[src/rtl/sccb_cfg_pkg.sv]
// Shared types and constants for the OV7670 SCCB register-table sequencer.
package sccb_cfg_pkg;

  typedef enum logic [2:0] {FETCH, DECODE, ISSUE, WAIT, DELAY, READY} state_t;

  localparam logic [15:0] END_MARKER   = 16'hFFFF;
  localparam logic [7:0]  DELAY_PREFIX = 8'hFF;

  function automatic logic is_delay(input logic [15:0] entry);
    return (entry[15:8] == DELAY_PREFIX) && (entry != END_MARKER);
  endfunction

endpackage

[src/rtl/sccb_delay_timer.sv]
// Down-counter for table delay entries; done marks the last cycle of the delay.
module sccb_delay_timer
  import sccb_cfg_pkg::*;
#(
  parameter int TICKS_PER_UNIT = 1000,
  parameter int CW = $clog2(255 * TICKS_PER_UNIT + 1)
) (
  input  logic          sccb_clk,
  input  logic          reset,
  input  logic          load,
  input  logic [CW-1:0] load_val,
  output logic          done
);

  logic [CW-1:0] count;

  always_ff @(posedge sccb_clk or posedge reset) begin
    if (reset) begin
      count <= '0;
    end else if (load) begin
      count <= load_val;
    end else if (count != '0) begin
      count <= count - 1'b1;
    end
  end

  // Raised on the final decrement so the delay lasts exactly load_val cycles.
  assign done = (count == CW'(1));

endmodule

[src/rtl/sccb_cfg_sequencer.sv]
// Walks the SCCB register ROM issuing one write per entry (with retries and
// delays), then serves single runtime register writes.
module sccb_cfg_sequencer
  import sccb_cfg_pkg::*;
#(
  parameter int ROM_AW         = 8,
  parameter int MAX_RETRY      = 3,
  parameter int TICKS_PER_UNIT = 1000
) (
  input  logic              sccb_clk,
  input  logic              reset,
  output logic [ROM_AW-1:0] o_rom_addr,
  input  logic [15:0]       i_rom_data,
  output logic              o_start,
  output logic [7:0]        o_reg_addr,
  output logic [7:0]        o_reg_data,
  input  logic              i_done,
  input  logic              i_ack_error,
  input  logic              i_req,
  input  logic [7:0]        i_req_addr,
  input  logic [7:0]        i_req_data,
  output logic              o_req_ack,
  output logic              o_req_err,
  output logic              o_init_done,
  output logic              o_init_err,
  output logic [7:0]        o_err_count
);

  localparam int CW = $clog2(255 * TICKS_PER_UNIT + 1);
  localparam int RW = $clog2(MAX_RETRY + 2);

  state_t            state, state_n;
  logic [RW-1:0]     retry, retry_n;
  logic              rt, rt_n;
  logic [ROM_AW-1:0] rom_addr_n;
  logic              start_n, req_ack_n, req_err_n, init_done_n, init_err_n;
  logic [7:0]        reg_addr_n, reg_data_n, err_count_n;
  logic              advance, fail, timer_load, timer_done;
  logic [CW-1:0]     delay_ticks;

  function automatic logic [7:0] sat_inc(input logic [7:0] v);
    return (v == 8'hFF) ? v : v + 8'd1;
  endfunction

  assign delay_ticks = CW'(i_rom_data[7:0]) * CW'(TICKS_PER_UNIT);

  sccb_delay_timer #(
    .TICKS_PER_UNIT(TICKS_PER_UNIT),
    .CW            (CW)
  ) u_timer (
    .sccb_clk(sccb_clk),
    .reset   (reset),
    .load    (timer_load),
    .load_val(delay_ticks),
    .done    (timer_done)
  );

  always_ff @(posedge sccb_clk or posedge reset) begin
    if (reset) begin
      state       <= FETCH;
      retry       <= '0;
      rt          <= 1'b0;
      o_rom_addr  <= '0;
      o_start     <= 1'b0;
      o_reg_addr  <= '0;
      o_reg_data  <= '0;
      o_req_ack   <= 1'b0;
      o_req_err   <= 1'b0;
      o_init_done <= 1'b0;
      o_init_err  <= 1'b0;
      o_err_count <= '0;
    end else begin
      state       <= state_n;
      retry       <= retry_n;
      rt          <= rt_n;
      o_rom_addr  <= rom_addr_n;
      o_start     <= start_n;
      o_reg_addr  <= reg_addr_n;
      o_reg_data  <= reg_data_n;
      o_req_ack   <= req_ack_n;
      o_req_err   <= req_err_n;
      o_init_done <= init_done_n;
      o_init_err  <= init_err_n;
      o_err_count <= err_count_n;
    end
  end

  always_comb begin
    state_n     = state;
    retry_n     = retry;
    rt_n        = rt;
    rom_addr_n  = o_rom_addr;
    start_n     = 1'b0;
    reg_addr_n  = o_reg_addr;
    reg_data_n  = o_reg_data;
    req_ack_n   = 1'b0;
    req_err_n   = 1'b0;
    init_done_n = o_init_done;
    init_err_n  = o_init_err;
    err_count_n = o_err_count;
    advance     = 1'b0;
    fail        = 1'b0;
    timer_load  = 1'b0;

    case (state)
      FETCH: state_n = DECODE;
      DECODE: begin
        if (i_rom_data == END_MARKER) begin
          init_done_n = 1'b1;
          state_n     = READY;
        end else if (is_delay(i_rom_data)) begin
          if (i_rom_data[7:0] == 8'd0) begin
            advance = 1'b1;
          end else begin
            timer_load = 1'b1;
            state_n    = DELAY;
          end
        end else begin
          reg_addr_n = i_rom_data[15:8];
          reg_data_n = i_rom_data[7:0];
          retry_n    = '0;
          rt_n       = 1'b0;
          state_n    = ISSUE;
        end
      end
      ISSUE: begin
        start_n = 1'b1;
        state_n = WAIT;
      end
      WAIT: begin
        if (i_done) begin
          if (i_ack_error && (retry != RW'(MAX_RETRY))) begin
            retry_n = retry + 1'b1;
            state_n = ISSUE;
          end else begin
            fail = i_ack_error;
            if (fail) err_count_n = sat_inc(o_err_count);
            if (rt) begin
              req_ack_n = 1'b1;
              req_err_n = fail;
              state_n   = READY;
            end else begin
              if (fail) init_err_n = 1'b1;
              advance = 1'b1;
            end
          end
        end
      end
      DELAY: if (timer_done) advance = 1'b1;
      READY: begin
        // The requester still holds i_req during its ack cycle; don't re-serve it.
        if (i_req && !o_req_ack) begin
          reg_addr_n = i_req_addr;
          reg_data_n = i_req_data;
          retry_n    = '0;
          rt_n       = 1'b1;
          state_n    = ISSUE;
        end
      end
      default: state_n = FETCH;
    endcase

    // A wrapped table address is treated like the end marker.
    if (advance) begin
      rom_addr_n = o_rom_addr + 1'b1;
      if (&o_rom_addr) begin
        init_done_n = 1'b1;
        state_n     = READY;
      end else begin
        state_n = FETCH;
      end
    end
  end

endmodule

[config.mk]
export PLATFORM = sky130hd
export DESIGN_NAME = sccb_cfg_sequencer
export DESIGN_NICKNAME = d
export VERILOG_FILES = /design/src/rtl/sccb_cfg_pkg.sv /design/src/rtl/sccb_delay_timer.sv /design/src/rtl/sccb_cfg_sequencer.sv
export SDC_FILE = /design/constraint.sdc
export NUM_CORES = 1
export LEC_CHECK = 0
export ABC_AREA = 1
export CORE_AREA = 5 5 112 104
export DETAILED_ROUTE_END_ITERATION = 10
export DIE_AREA = 0 0 117 109
export GPL_ROUTABILITY_DRIVEN = 0
export PLACE_DENSITY = 0.79
export SLEW_MARGIN = 20
export SYNTH_ARGS = -nofsm -noshare
export SYNTH_HDL_FRONTEND = slang
export SYNTH_SLANG_ARGS = --single-unit
[constraint.sdc]
create_clock -name sccb_clk -period 2.1 [get_ports sccb_clk]
set_clock_uncertainty 0.05 [all_clocks]
set_input_delay 0.315 -clock sccb_clk [delete_from_list [all_inputs] [get_ports sccb_clk]]
set_output_delay 0.315 -clock sccb_clk [all_outputs]
set_load 0.02 [all_outputs]
# Yosys cells after proc, flatten, opt, wreduce, memory -nomap -nowiden
# Index checks and enable logic that the tools add are counted.
dict set report classes {
  eq_ne 21
  mux 55
  bitwise_logic 3
  addsub 4
  reduce_logical 16
  n_mul 1
}
# op n
set ops {}
lappend ops {{2-to-1 mux 8 bit} 6}
lappend ops {{2-to-1 mux 3 bit} 14}
lappend ops {{2-to-1 mux 18 bit} 2}
lappend ops {{case mux 8 bit (2 select lines)} 2}
lappend ops {{2-to-1 mux 1 bit} 27}
lappend ops {{equality test 18 x 1 -> 1 bit (second input constant)} 1}
lappend ops {{case mux 3 bit (6 select lines)} 1}
lappend ops {{nonzero test 18 bit} 1}
lappend ops {{subtractor 18 x 1 -> 18 bit (second input constant)} 1}
lappend ops {{adder 8 x 1 -> 8 bit (second input constant)} 2}
lappend ops {{equality test 16 bit (second input constant)} 1}
lappend ops {{equality test 8 bit (second input constant)} 2}
lappend ops {{inequality test 16 bit (second input constant)} 1}
lappend ops {{multiplier 8 x 7 -> 15 bit (second input constant)} 1}
lappend ops {{AND reduction 5 bit} 3}
lappend ops {{inequality test 2 bit (second input constant)} 6}
lappend ops {{case mux 3 bit (3 select lines)} 1}
lappend ops {{logical NOT 8 bit} 1}
lappend ops {{AND reduction 8 bit} 1}
lappend ops {{equality test 3 x 2 -> 1 bit (second input constant)} 2}
lappend ops {{equality test 3 bit (second input constant)} 2}
lappend ops {{inequality test 3 bit (second input constant)} 2}
lappend ops {{AND reduction 6 bit} 1}
lappend ops {{inequality test 5 bit (second input constant)} 1}
lappend ops {{13 further kinds} 18}
dict set report totals {
  in_bits 37
  register_bits 62
  output_inout_bits 37
}

# Depth between registers and ports, before layout
dict set report logic_depth {
  depth_word 7
  ltp_mapped 17
  mapped_depth_nobuf 17
}

# Modules after synthesis
# A second synthesis with hierarchy kept.
dict set report hier_totals {
  cells_unflattened 666
  hier_area_um2 5166.2
}
# mod instances area_each_um2 cells_each
set by_module_without_submodules {}
lappend by_module_without_submodules {sccb_cfg_sequencer 1 3878.7 465}
lappend by_module_without_submodules {sccb_delay_timer 1 1287.5 201}

# Worst setup path after synthesis
# Ideal clock, no wire load.
dict set report synth_path {
  kind {input -> register}
  startpoint {input i_rom_data[1]}
  endpoint {register u_timer.count[12]}
  arrival_time_ps 3395
  n_path_buf 0
  setup_slack_ps -1474
  stages 14
  cell_sequence {fa_1 -> inv_1 -> fa_1 -> fa_1 -> fa_1 -> inv_1 -> ha_1 -> nand2_1 -> inv_1 -> nand2_1 -> nand3_1 -> or2_2 -> nand3_1 -> a21oi_1}
}
dict set report synth_between {
  elab_chain_len 6
  elab_cells_between_ends 11
}
# element line
set synth_lines {}
lappend synth_lines {{from (decl)} sccb_cfg_sequencer.sv:13} ;# input logic [15:0] i_rom_data,
lappend synth_lines {{parallel branches: the longest is 6 deep, another holds multiplier 8 x 7 -> 15 bit} -}
lappend synth_lines {{to (signal assigned)} sccb_delay_timer.sv:21} ;# count <= load_val;
lappend synth_lines {{to (signal assigned)} sccb_delay_timer.sv:23} ;# count <= count - 1'b1;
lappend synth_lines {{to (decl)} sccb_delay_timer.sv:15} ;# logic [CW-1:0] count;
# Several ways; the timed one is not identified.
# A chain may end at the register's enable or synchronous reset.

# Final worst setup path
dict set report layout_path {
  startpoint {input i_rom_data[3]}
  endpoint {register u_timer.count[15]}
}
# Same word-level chain as after synthesis.

==> impl_summary.log <==
[metrics] Critical path destination: u_timer.count[15]
[metrics] Final setup viols: 11
[metrics] commonest cells in the netlist: nand2_1 (178), inv_1 (100), nor2_1 (72)
[metrics] net switching power: 4.35 mW
[metrics] syn nets: 765
[metrics] Worst IR Drop VDD: between 0.8 and 0.9 mV
[metrics] crit path DAT: roughly 3.7 ns
[metrics] average via count per standard cell: ~5.3
[metrics] Final ANT Viol Nets: 0
[metrics] number of max-cap violations: 0
[metrics] total power density per cell area: 1330 nW/um2
[metrics] via count of the first global-routing pass: 4949
[metrics] Internal: 5.22 mW
[metrics] average cell area after synthesis: 7.67 um2
[metrics] power share of the combinational group: 0.624
[metrics] share of Yosys cell area claimed by the top area cell type: 0.308
[metrics] fraction of layout cells with a size suffix above 1: 0.236
[metrics] Port-buffer cells: 73
[metrics] Setup TNS Final: -12.45 ns
[metrics] fraction of registers with async set/reset: 1.00
[metrics] crit path setup slack, layout: -1.37 ns
[metrics] proportion of synthesized chip area in sequential cells: 0.308
[metrics] min cycle time layout: 3.47 ns
[metrics] Total Routing Usage GR: 0.227
[metrics] highest fanout seen on the critical path: 4
[metrics] number of cell instances on the worst register-to-register path: 12
[metrics] Worst Max-Slew Pin Slew: about 0.64 ns
[metrics] Critical Path RT: about 2.3 ns
[metrics] antenna violations before repair: 0
[metrics] relative contribution of the clock network to total power: 0.156
[metrics] clock tree root driver cell: clkbuf_16
[metrics] DR iter-0 viols: 405
[metrics] worst reg-to-reg setup slack: 0.25 ns
[metrics] top cells by area, synth: dfrtp_1 (31%), nand2_1 (13%), ha_1 (12%)
[metrics] Clock Tree Buf Depth: 2
[metrics] RSZ-0062 raised after global routing: yes
[metrics] sort of element at the end of the critical path: flop
[metrics] post-placement cell count: about 900
[metrics] outcome: finished with violations
[metrics] Max stage delay on crit path: roughly 0.54 ns
[metrics] area of combinational cells with multiple inputs: 3540 um2
[metrics] Slowest-stage cell, CP: fa_1
[metrics] element type at the critical path start: input pin
[metrics] total number of vias: 4920
[metrics] delay-heaviest family, CP: adder cells
[metrics] critical register-to-register path endpoint: state[0]
[metrics] Primary FF master, synth: dfrtp_1
[metrics] start of the worst register-to-register path: state[1]
[metrics] die width: 117 um
[metrics] area of the placeable core: between 10000 and 15000 um2
[metrics] fraction of power consumed by sequential logic: 0.220
[metrics] switching share of power: 0.454
[metrics] wire length after detailed routing: around 15 mm
[metrics] number of standard cells after synthesis: 658
[metrics] launch point of the worst path: i_rom_data[3]
[metrics] I/O pin count: 74
[metrics] starting density of the core: 0.483
[metrics] fillcell total: 773
[metrics] number of iterations in the first detailed-routing pass: 5
[metrics] Clock transition at path regs: 0.06 ns
[metrics] number of storage elements in the synthesis netlist: 62
[metrics] number of warning messages in the yosys log: 0
[metrics] number of clock sinks seen by CTS: 62
[metrics] final hold vios: 0
[metrics] number of distinct library cells after synthesis: 37
[metrics] area growth from synthesis to final layout: 42.3%
[metrics] Crit Path Category: input pin to flop
[metrics] total gr overflow: 0
[metrics] Worst slew margin: 0.573
[metrics] H-tree Lvls: 3
[metrics] post-synth design cell area: 5040 um2
[metrics] sequence of cells on the critical path: buf_8 > buf_6 > fa_1 > inv_1 > fa_1 > fa_1 > fa_1 > inv_2 > ha_4 > nand2_2 > nand2_4 > inv_1 > nand2_1 > nand2_2 > nand3_2 > nand2_2 > nand3_2 > a21oi_2
[metrics] # DRC: 0
[metrics] first-pass GRT wire length: 23.0 mm
[metrics] leading cell type by number of instances after synthesis: nand2_1
[metrics] Skew-Pair Late Insertion Delay: between 0.3 and 0.4 ns
[metrics] classification of the worst-slack hold path: input pin to async pin
[metrics] failing checks: negative setup slack
[metrics] number of enable flip-flop cells after synthesis: 0
[metrics] final worst-path cycle share: 1.65
[metrics] standard-cell rows: 36
[metrics] Die H: ~110 um
[metrics] Post-layout nets: 896
[metrics] WP depth: 18
[metrics] per-cell routed wire length: 16.0 um
[metrics] final instance count without filler cells: about 930
[metrics] Ant. Diodes: 0
[metrics] Die ar.: 12800 um2
[metrics] Pins Over Slew Limit: 0
[metrics] Detail Placement HPWL: 10.1 mm
[metrics] register area: about 1600 um2
[metrics] static leakage: 3.47 nW
[metrics] CP dominant cell by count: fa_1
[metrics] Num CTS Buffers: 9
[metrics] CTS tree: built
[metrics] pin count of the biggest net entering global routing: 63
[metrics] library cell with the largest summed area after synthesis: dfrtp_1
[metrics] number of hold buffers added after cts: 0
[metrics] Achievable Freq: 288 MHz
[metrics] total buffers and inverters traversed by the critical path: 5
## cell families after synthesis
kind of cell	share of synthesized area
adder cells (fa/ha/maj)	0.205
AO/OA/AOI/OAI	0.0685
flip-flops	0.308
AND/OR/NAND/NOR	0.281
buffers and inverters	0.0915
XOR/XNOR	0.0469
## metrics by stage
step / instance area [um2] / util / power [mW] / setup WS [ns] / hold WS [ns]
4_1_cts: 6990 / 0.669 / 9.00 / -1.31 / 0.332
3_5_place_dp: 6460 / 0.618 / 6.99 / -2.05 / 0.423
6_report: 7180 / 0.687 / 9.57 / -1.37 / 0.322
3_3_place_gp: 6460 / 0.618 / 6.79 / -1.96 / 0.409
2_1_floorplan: 5190 / - / 5.39 / -1.25 / 0.395
5_1_grt: 7180 / 0.687 / 10.2 / -1.46 / 0.362
## placed cells by master, fill, tap and decap left out, types with 4 or more instances in the layout
cell,n
inv_1,88
clkdlybuf4s50_1,66
nand2_1,161
inv_2,13
nand3_1,18
a31oi_1,16
nand3b_1,4
xnor2_1,10
dfrtp_1,62
buf_12,4
xor2_1,15
nand2_4,9
nor2_1,63
a21oi_1,9
fa_1,20
buf_6,7
o22ai_1,4
nor3_1,9
nand4_1,12
clkbuf_16,9
o21ai_0,9
ha_1,29
nand3_2,15
o21ai_1,4
ha_4,18
clkinvlp_4,5
nor2_2,10
nand2_2,15
buf_4,45
a21oi_2,9
nor2_4,5
## layer usage
| metal | vias up | wire [um] | global-route usage |
|---|---|---|---|
| met1 | 2342 | 5910 | 0.274 |
| met2 | 192 | 7640 | 0.392 |
| li1 | 2346 | - | - |
| met3 | 40 | 846 | 0.0511 |
| met5 | - | 0 | 0 |
| met4 | 0 | 401 | 0.0893 |
## registers in the layout (all words and copies together) (netlist names), 3 cells and up
| signal | cells |
|---|---|
| o_reg_data | 8 |
| o_reg_addr | 8 |
| state | 3 |
| retry | 3 |
| u_timer.count | 18 |
| o_err_count | 8 |
| o_rom_addr | 8 |
## cell type report
cell class / instances / area share
Clock buffer: 10 / 0.0319
Clock inverter: 6 / 0.00872
Inverter: 105 / 0.0570
Multi-Input combinational cell: 484 / 0.494
Sequential cell: 62 / 0.216
Tap cell: 133 / 0.0232
Timing Repair Buffer: 127 / 0.169
## worst min path at each step
stage,start,endpoint
4_1_cts,reset,o_err_count[2]
2_1_floorplan,retry[0],retry[0]
5_1_grt,reset,o_err_count[2]
3_5_place_dp,retry[0],retry[0]
3_3_place_gp,o_init_done,o_init_done
6_report,reset,u_timer.count[0]
## timing repair
action	in CTS	in global routing
setup endpoints to repair	21	35
buffers inserted	4	1
pin swaps	39	43
cloned	0	1
gates resized for setup	72	45
## power by group through the flow
stage / Clock [mW] / Combinational (mW) / Sequential, mW
finish: 1.49 / 5.97 / 2.10
global route: 1.57 / 6.49 / 2.16
CTS: 1.52 / 5.40 / 2.09
detailed placement: 0 / 4.89 / 2.10
global placement: 0 / 4.71 / 2.08
floorplan: 0 / 3.04 / 2.36
## worst register-to-register path: stages, from the launching register on
cell	delay [ns]
dfrtp_1	0.42
inv_1	0.09
nand2_2	0.07
inv_1	0.12
nand2_4	0.17
inv_4	0.24
nand2_1	0.12
nand2_2	0.11
inv_1	0.07
o211ai_2	0.07
nand2_1	0.09
nand2_1	0.07
nand2_1	0.05
No activity file was read; power rests on OpenSTA's default activity.
